<file path="src/rtl/flash_sdram_writer_if.sv">
// Bus between the flash reader, the frame writer and the SDRAM write port.
// The writer is the master: it requests bursts and supplies the data words.
interface flash_sdram_writer_if;
  logic        sdram_init_done;
  logic [15:0] mydata_i;
  logic        myvalid_i;
  logic        wr_req;
  logic        wr_ack;
  logic [21:0] wr_addr;
  logic        wr_data_req;
  logic [15:0] wr_data;
  logic        frame_write_done;
  logic        overflow;

  modport master (
    input  sdram_init_done, mydata_i, myvalid_i, wr_ack, wr_data_req,
    output wr_req, wr_addr, wr_data, frame_write_done, overflow
  );

  modport slave (
    output sdram_init_done, mydata_i, myvalid_i, wr_ack, wr_data_req,
    input  wr_req, wr_addr, wr_data, frame_write_done, overflow
  );
endinterface

</file>
<file path="src/rtl/flash_sdram_writer.sv">
// Buffers pixel words from the flash reader in a show-ahead FIFO and writes
// them to SDRAM in fixed-size bursts until one full frame has been stored.
module flash_sdram_writer #(
  parameter logic [21:0] BASE_ADDR   = 22'h000000,
  parameter int          BURST       = 8,
  parameter int          FRAME_WORDS = 130560,
  parameter int          FIFO_DEPTH  = 32
) (
  input  logic                  clk_ref,
  input  logic                  rst,
  flash_sdram_writer_if.master  bus
);

  localparam int PW = $clog2(FIFO_DEPTH);
  localparam int CW = $clog2(FIFO_DEPTH + 1);
  localparam int BW = $clog2(BURST + 1);
  localparam int WW = $clog2(FRAME_WORDS + 1);

  typedef enum logic [2:0] {
    S_IDLE = 3'd0,
    S_FILL = 3'd1,
    S_REQ  = 3'd2,
    S_XFER = 3'd3,
    S_DONE = 3'd4
  } state_t;

  state_t          state_q, state_d;
  logic [PW-1:0]   wr_ptr_q, rd_ptr_q;
  logic [CW-1:0]   count_q, count_d;
  logic [BW-1:0]   beats_q, beats_d;
  logic [WW-1:0]   words_q, words_d;
  logic [21:0]     addr_q, addr_d;
  logic            overflow_q;
  logic [15:0]     last_q;
  logic [15:0]     mem_q [FIFO_DEPTH];

  logic            push_req_s;
  logic            full_s;
  logic            push_s;
  logic            pop_s;
  logic            burst_end_s;

  // A pull is honoured only inside a burst with beats remaining and data present.
  assign push_req_s  = bus.myvalid_i && (state_q != S_DONE);
  assign full_s      = (count_q == CW'(FIFO_DEPTH));
  assign push_s      = push_req_s && !full_s;
  assign pop_s       = bus.wr_data_req && (state_q == S_XFER) &&
                       (beats_q != BW'(0)) && (count_q != CW'(0));
  assign burst_end_s = pop_s && (beats_q == BW'(1));

  assign bus.wr_req           = (state_q == S_REQ);
  assign bus.wr_addr          = addr_q;
  assign bus.frame_write_done = (state_q == S_DONE);
  assign bus.overflow         = overflow_q;
  // Show-ahead head word; once drained the last popped word is held.
  assign bus.wr_data          = (count_q != CW'(0)) ? mem_q[rd_ptr_q] : last_q;

  // Next-state, burst bookkeeping and address advance.
  always_comb begin
    state_d = state_q;
    beats_d = beats_q;
    addr_d  = addr_q;
    words_d = words_q;
    case (state_q)
      S_IDLE: begin
        if (bus.sdram_init_done) state_d = S_FILL;
        else                     state_d = state_q;
      end
      S_FILL: begin
        if (count_q >= CW'(BURST)) state_d = S_REQ;
        else                       state_d = state_q;
      end
      S_REQ: begin
        if (bus.wr_ack) begin
          beats_d = BW'(BURST);
          state_d = S_XFER;
        end else begin
          state_d = state_q;
        end
      end
      S_XFER: begin
        if (pop_s) begin
          beats_d = beats_q - BW'(1);
          if (burst_end_s) begin
            addr_d  = addr_q + 22'(BURST);
            words_d = words_q - WW'(BURST);
            if (words_q == WW'(BURST)) state_d = S_DONE;
            else                       state_d = S_FILL;
          end else begin
            state_d = state_q;
          end
        end else begin
          state_d = state_q;
        end
      end
      S_DONE:  state_d = S_DONE;
      default: state_d = S_IDLE;
    endcase
  end

  // FIFO occupancy follows push/pop; a simultaneous pair leaves it unchanged.
  always_comb begin
    count_d = count_q;
    case ({push_s, pop_s})
      2'b10:   count_d = count_q + CW'(1);
      2'b01:   count_d = count_q - CW'(1);
      default: count_d = count_q;
    endcase
  end

  // Control registers: state, pointers, counters and sticky overflow.
  always_ff @(posedge clk_ref or posedge rst) begin
    if (rst) begin
      state_q    <= S_IDLE;
      wr_ptr_q   <= '0;
      rd_ptr_q   <= '0;
      count_q    <= '0;
      beats_q    <= '0;
      words_q    <= WW'(FRAME_WORDS);
      addr_q     <= BASE_ADDR;
      overflow_q <= 1'b0;
      last_q     <= 16'h0000;
    end else begin
      state_q    <= state_d;
      count_q    <= count_d;
      beats_q    <= beats_d;
      words_q    <= words_d;
      addr_q     <= addr_d;
      overflow_q <= overflow_q | (push_req_s && full_s);
      if (push_s) wr_ptr_q <= wr_ptr_q + PW'(1);
      if (pop_s) begin
        rd_ptr_q <= rd_ptr_q + PW'(1);
        last_q   <= mem_q[rd_ptr_q];
      end
    end
  end

  // FIFO storage; contents are don't-care until written, gated by count.
  always_ff @(posedge clk_ref) begin
    if (push_s) mem_q[wr_ptr_q] <= bus.mydata_i;
  end

endmodule

</file>
<file path="src/flat_wrapper.sv">
// flat-port wrapper written by rule: the top's interface ports become plain ports
module flash_sdram_writer_flat 
#(
  parameter logic [21:0] BASE_ADDR   = 22'h000000,
  parameter int          BURST       = 8,
  parameter int          FRAME_WORDS = 130560,
  parameter int          FIFO_DEPTH  = 32
)
  (clk_ref, rst, bus_sdram_init_done, bus_mydata_i, bus_myvalid_i, bus_wr_ack, bus_wr_data_req, bus_wr_req, bus_wr_addr, bus_wr_data, bus_frame_write_done, bus_overflow);
  flash_sdram_writer_if bus_i ();
  input  logic clk_ref;
  input  logic rst;
  input wire logic [$bits(bus_i.sdram_init_done)-1:0] bus_sdram_init_done;
  input wire logic [$bits(bus_i.mydata_i)-1:0] bus_mydata_i;
  input wire logic [$bits(bus_i.myvalid_i)-1:0] bus_myvalid_i;
  input wire logic [$bits(bus_i.wr_ack)-1:0] bus_wr_ack;
  input wire logic [$bits(bus_i.wr_data_req)-1:0] bus_wr_data_req;
  output wire logic [$bits(bus_i.wr_req)-1:0] bus_wr_req;
  output wire logic [$bits(bus_i.wr_addr)-1:0] bus_wr_addr;
  output wire logic [$bits(bus_i.wr_data)-1:0] bus_wr_data;
  output wire logic [$bits(bus_i.frame_write_done)-1:0] bus_frame_write_done;
  output wire logic [$bits(bus_i.overflow)-1:0] bus_overflow;
  assign bus_i.sdram_init_done = bus_sdram_init_done;
  assign bus_i.mydata_i = bus_mydata_i;
  assign bus_i.myvalid_i = bus_myvalid_i;
  assign bus_i.wr_ack = bus_wr_ack;
  assign bus_i.wr_data_req = bus_wr_data_req;
  assign bus_wr_req = bus_i.wr_req;
  assign bus_wr_addr = bus_i.wr_addr;
  assign bus_wr_data = bus_i.wr_data;
  assign bus_frame_write_done = bus_i.frame_write_done;
  assign bus_overflow = bus_i.overflow;
  flash_sdram_writer #(.BASE_ADDR(BASE_ADDR), .BURST(BURST), .FRAME_WORDS(FRAME_WORDS), .FIFO_DEPTH(FIFO_DEPTH)) u_core (.clk_ref(clk_ref), .rst(rst), .bus(bus_i));
endmodule
</file>
<file path="config.mk">
export PLATFORM = sky130hd
export DESIGN_NAME = flash_sdram_writer_flat
export DESIGN_NICKNAME = d
export VERILOG_FILES = /design/src/rtl/flash_sdram_writer_if.sv /design/src/rtl/flash_sdram_writer.sv /design/src/flat_wrapper.sv
export SDC_FILE = /design/constraint.sdc
export NUM_CORES = 1
export LEC_CHECK = 0
export ABC_AREA = 1
export CORE_MARGIN = 2
export CORE_UTILIZATION = 56
export CTS_CLUSTER_SIZE = 14
export DETAILED_ROUTE_END_ITERATION = 10
export PLACE_DENSITY = 0.76
export SYNTH_ARGS = -nofsm -noshare
export SYNTH_HDL_FRONTEND = slang
export SYNTH_SLANG_ARGS = --single-unit
</file>
<file path="constraint.sdc">
create_clock -name clk_ref -period 2.66 [get_ports clk_ref]
set_clock_uncertainty 0.05 [all_clocks]
set_input_delay 0.266 -clock clk_ref [delete_from_list [all_inputs] [get_ports clk_ref]]
set_output_delay 0.266 -clock clk_ref [all_outputs]
set_load 0.03 [all_outputs]
</file>
### Word level (Yosys, flattened, before mapping)

Memory sizes are Yosys's and may differ from the RTL's.
Cells that the tools add are included.

* eq/ne operators: 15
* bitwise logic cells: 1
* reductions and logical operators: 16
* add/sub/neg operators: 7
* mux-type cells: 14
* order comparisons: 1

Operators with widths (number)
* $add A22 B4 Y22 const B: 1
* $mux W3: 6
* $eq A17 B4 Y1 const B: 1
* $sub A17 B4 Y17 const B: 1
* $mux W16: 1
* $pmux W3 S5: 1
* $pmux W6 S2: 1
* $add A5 B1 Y5 const B: 2
* $mux W4: 2
* $pmux W4 S2: 1
* $logic_and A1 B1 Y1: 7
* $add A6 B1 Y6 const B: 1
* $eq A3 B2 Y1 const B: 2
* $eq A6 B6 Y1 const B: 1
* $ge A6 B4 Y1 const B: 1
* $ne A2 B1 Y1 const B: 3
* $reduce_and A3 Y1: 2
* $reduce_bool A6 Y1: 1
* $sub A6 B1 Y6 const B: 1
* $reduce_and A5 Y1: 1
* $eq A4 B1 Y1 const B: 1
* $ne A2 B2 Y1 const B: 2
* $reduce_bool A2 Y1: 2
* $reduce_bool A4 Y1: 1
* 10 further kinds: 11

* logic and storage cells: 64
* input bits: 22
* bits in writable memories: 512
* output and inout port bits: 41
* register bits: 79
* memories kept: 1

Memories
* u_core.mem_q: words 32, bits a word 16, rd ports 1, clocked after Yosys merged registers in 0, wr ports 1, line flash_sdram_writer.sv:35 `logic [15:0] mem_q [FIFO_DEPTH];`

### Logic depth before layout (Yosys ltp)

* depth in word-level cells: 8
* mapped depth: 19
* mapped depth without buffers: 18

### Least setup slack after synthesis

OpenSTA, ideal clock, no wires.

* kind: register to register
* start: register u_core.state_q[1]
* end: memory u_core.mem_q[3][0], enable pin
* period minus slack after synthesis: 2.528 ns
* path slack: 0.132 ns
* path buffers: 0
* data arrival time: 2.069 ns
* library setup time: 0.409 ns
* cell stages (with the launch flop): 7
* required time: 2.201 ns
* path through: dfrtp_1 -> inv_2 -> nand2_1 -> nor2_1 -> nor2_2 -> nand2_2 -> nor3_1

* word-level cells in the longest chain between the ends: 5

RTL lines
* start, declared: line flash_sdram_writer.sv:27 `state_t state_q, state_d;`
* start signal, assigned: line flash_sdram_writer.sv:124 `state_q <= state_d;`
* $ne A3 B3 Y1: line flash_sdram_writer.sv:44 `assign push_req_s = bus.myvalid_i && (state_q != S_DONE);`
* $logic_and A1 B1 Y1: line flash_sdram_writer.sv:44
* $logic_and A1 B1 Y1: line flash_sdram_writer.sv:46 `assign push_s = push_req_s && !full_s;`
* $mux W1: line flash_sdram_writer.sv:140 `if (push_s) mem_q[wr_ptr_q] <= bus.mydata_i;`
* $mux W1 (implied by the code): line flash_sdram_writer.sv:140
* end, declared: line flash_sdram_writer.sv:35

Every way passes these cells.

### Worst setup path in the final report

* start: register u_core.rd_ptr_q[0]
* end: output port bus_wr_data[7]

* word-level cells in the longest chain between the ends: 2

RTL lines
* start, declared: line flash_sdram_writer.sv:28 `logic [PW-1:0] wr_ptr_q, rd_ptr_q;`
* start signal, assigned: line flash_sdram_writer.sv:132 `rd_ptr_q <= rd_ptr_q + PW'(1);`
* $mem_v2 Z32 W16
* $mux W16: line flash_sdram_writer.sv:56 `assign bus.wr_data = (count_q != CW'(0)) ? mem_q[rd_ptr_q] : last_q;`
* end, declared: line flat_wrapper.sv:20 `output wire logic [$bits(bus_i.wr_data)-1:0] bus_wr_data;`

Every way passes these cells.

==> impl_metrics.yaml <==
clock_network:
  cts.clk_slew.worst_paths_ns: 0.06
  clock_latency_ns: 0.62
  cts_inserted_buffers: 57
  cts_tree: "yes"
  root_buffer: "clkbuf_16"
  clockBufferDepth: 3
  cts_sinks: 585
  htreeDepth: 2
pwr:
  power.density_nw_per_um2: 1130
  irDropWorstVdd_v: 0.000983
  power.leakage_nw: 12.8
  fin_total_pwr_mw: 34.9
timing:
  max-slew-margin-rel_pct: 46.0
  worst_slack_ns: -0.271
  rsz0062_at_grt: "yes"
  hold_viol: 0
  setup_violations: 16
  max_freq_ghz: 0.341
  period_share_pct: 110
  fin_setup_tns_ns: -3.58
  worst_pin_slew_ns: 0.809
  finalCriticalPeriod_ns: 2.93
  slew_viol_final: 0
place:
  dp_slack_ns: 0.102
  hpwl_mm: 37.7
  gp_congestion: 0.925
  dp.cells: 3181
  port_buffers: 59
global_route:
  grt_pass1_vias: 18300
  grt_pass1_wl_mm: 104
  overflow: 0
  antenna_found_initial: 1
  track_usage_pct: 28.7
  grt_max_degree: 101
synthesis:
  synth.top_cell.area_share_pct: 59.6
  ys_warn_count: 0
  synthTopCellsByArea: "edfxtp_1, nand2_1, nand3_1, dfrtp_1, inv_1"
  ys_seq_area_share_pct: 66.7
  netlist_instances: 2542
  syn_area_um2: 25800
  ys_types: 35
  ys_ff_latch: 585
  synth.avg_cell_area_um2: 10.1
  yosysTopAreaCell: "edfxtp_1"
run_status:
  status: "finished with violations"
  violations: "setup timing"
critical_path:
  cp-start-kind: "flip-flop"
  crit_type: "flip-flop to output pin"
  required_ns: 2.34
  setup.worst_path.end_class: "output pin"
  arrival_ns: 2.62
  r2r_slack_ns: 0.21
  cp_max_fo: 7
job:
  cap_violations: 0
floorplanning:
  ios: 63
  start_util_pct: 56.9
  fp-row-count: 78
  core_um2: 45400
  die_w_um: 219
  die_area_um2: 47800
  die_y_um: 219
min_path:
  worstHoldPathType: "input port to flip-flop"
route:
  route.detailed.drc: 0
  drtAntennaViolNets: 0
  vias: 19100
  dr.pass1.iters: 6
  via_per_inst: 5.76
  postRouteWirelength_mm: 70.1
  wl_per_cell_um: 21.1
  drt-initial-drc-count: 2422
cells_and_area:
  antenna-diode-count: 0
  utilization_pct: 68.1
  final_cells: 3325
  drive_above_1_share_pct: 16.6
  area_growth_pct: 19.8
  fin_nets: 2712
==> worst max-delay path: stages (launching register included) <==
cell and delay [ns]:
dfrtp_4 0.49, buf_12 0.17, clkbuf_16 0.18, buf_6 0.14, nand2_1 0.09, nand3_2 0.12, nand3_2 0.11, nand2_2 0.08
nor2_4 0.21, nand2_4 0.09, nand3_2 0.07, nand2_2 0.07, buf_6 0.14
==> cell families (layout without fill, tap and decap cells) <==
| family | after synthesis | count (layout) | share of synthesized area [%] |
|---|---|---|---|
| AO/OA/AOI/OAI | 84 | 84 | 1.69 |
| XOR/XNOR | 38 | 38 | 1.29 |
| adder cells (fa/ha/maj) | 13 | 13 | 0.630 |
| buffers and inverters | 390 | 571 | 6.74 |
| flip-flops | 585 | 585 | 66.7 |
| other | 1 | 3 | 0.0145 |
| AND/OR/NAND/NOR | 1431 | 1431 | 22.9 |
==> repair_timing <==
item / CTS / global route
gates resized for setup: 197 / 114
pin swaps: 46 / 63
hold endpoints to repair: 17 / 0
endpoints found under the setup margin: 16 / 19
hold buffers: 1 / 0
gates cloned: 12 / 9
buffers inserted: 10 / 6
==> cells in the mapped netlist (all sizes together) <==
cell	number
nor4	1
o22ai	3
conb	1
edfxtp	512
nand4	6
inv	271
xnor2	4
nand3	350
buf	105
xor2	34
nand3b	5
ha	13
o21bai	2
clkbuf	13
dfstp	8
nor3	15
nor2	183
o21ai	44
a21oi	35
dfrtp	65
clkinv	1
nand2	871
==> per-layer routing <==
metal	vias up	GRT usage [%]	share of wire, %
met5	-	0	0
met4	0	14.0	4.8
met3	230	4.11	11
met2	1239	46.3	48
met1	9066	38.5	37
li1	8606	-	-
==> report_power, final <==
part,internal (mW),switching [mW],total (mW),leakage [nW]
Sequential,10.9,0.491,11.4,5.49
Combinational,5.58,10.1,15.7,6.46
Clock,4.40,3.45,7.85,0.892
==> worst paths after layout <==
path | start | end | cells past startpoint
worst max register to register | u_core.beats_q[0] | u_core.count_q[5] | 18
max in group asynchronous | rst | u_core.words_q[10] | 4
worst min-delay path | bus_myvalid_i | u_core.bus.overflow | 5
worst min register to register | u_core.words_q[10] | u_core.words_q[10] | 2
worst max-delay path | u_core.rd_ptr_q[0] | bus_wr_data[7] | 12
min in group asynchronous | rst | u_core.wr_ptr_q[3] | 3
==> cell type report <==
class / instances / area (µm²)
clock inverters: 34 / 264
multi-input cells: 1569 / 7750
fillers: 3147 / 14500
clock buffers: 73 / 1550
flip-flops and latches: 585 / 17200
inverters: 272 / 1050
well taps: 600 / 751
repair buffers: 190 / 2310
repair inverters: 2 / 17.5
==> cell usage in the layout, fill, tap and decap left out, types with 4 or more instances in the layout <==
| master | instances |
|---|---|
| a21oi_1 | 14 |
| a21oi_2 | 21 |
| buf_12 | 7 |
| buf_16 | 17 |
| buf_4 | 84 |
| buf_6 | 23 |
| clkbuf_1 | 11 |
| clkbuf_16 | 67 |
| clkbuf_8 | 4 |
| clkdlybuf4s50_1 | 43 |
| clkinv_1 | 14 |
| clkinv_2 | 14 |
| dfrtp_1 | 63 |
| dfstp_2 | 8 |
| edfxtp_1 | 512 |
| ha_1 | 11 |
| inv_1 | 259 |
| inv_2 | 8 |
| nand2_1 | 825 |
| nand2_2 | 33 |
| nand2_4 | 13 |
| nand3_1 | 284 |
| nand3_2 | 60 |
| nand3_4 | 6 |
| nand3b_1 | 5 |
| nand4_1 | 6 |
| nor2_1 | 124 |
| nor2_2 | 29 |
| nor2_4 | 30 |
| nor3_1 | 13 |
| o21ai_0 | 23 |
| o21ai_1 | 19 |
| xnor2_1 | 4 |
| xor2_1 | 34 |
==> metrics by stage <==
stage	hold slack, ns	cell area, µm²
2_1_floorplan	0.315	25800
3_3_place_gp	0.413	27300
3_5_place_dp	0.416	27300
4_1_cts	0.228	30200
5_1_grt	0.261	30900
6_report	0.248	30900
==> sequential cells by signal, summed over array words and instances, names as in the netlist <==
name and flops:
u_core.wr_ptr_q 5, u_core.mem_q 512, u_core.beats_q 4, u_core.bus.overflow 1
u_core.bus.wr_addr 19, u_core.rd_ptr_q 5, u_core.state_q 3, u_core.words_q 14
u_core.last_q 16, u_core.count_q 6
(Power assumes the default switching activity.)
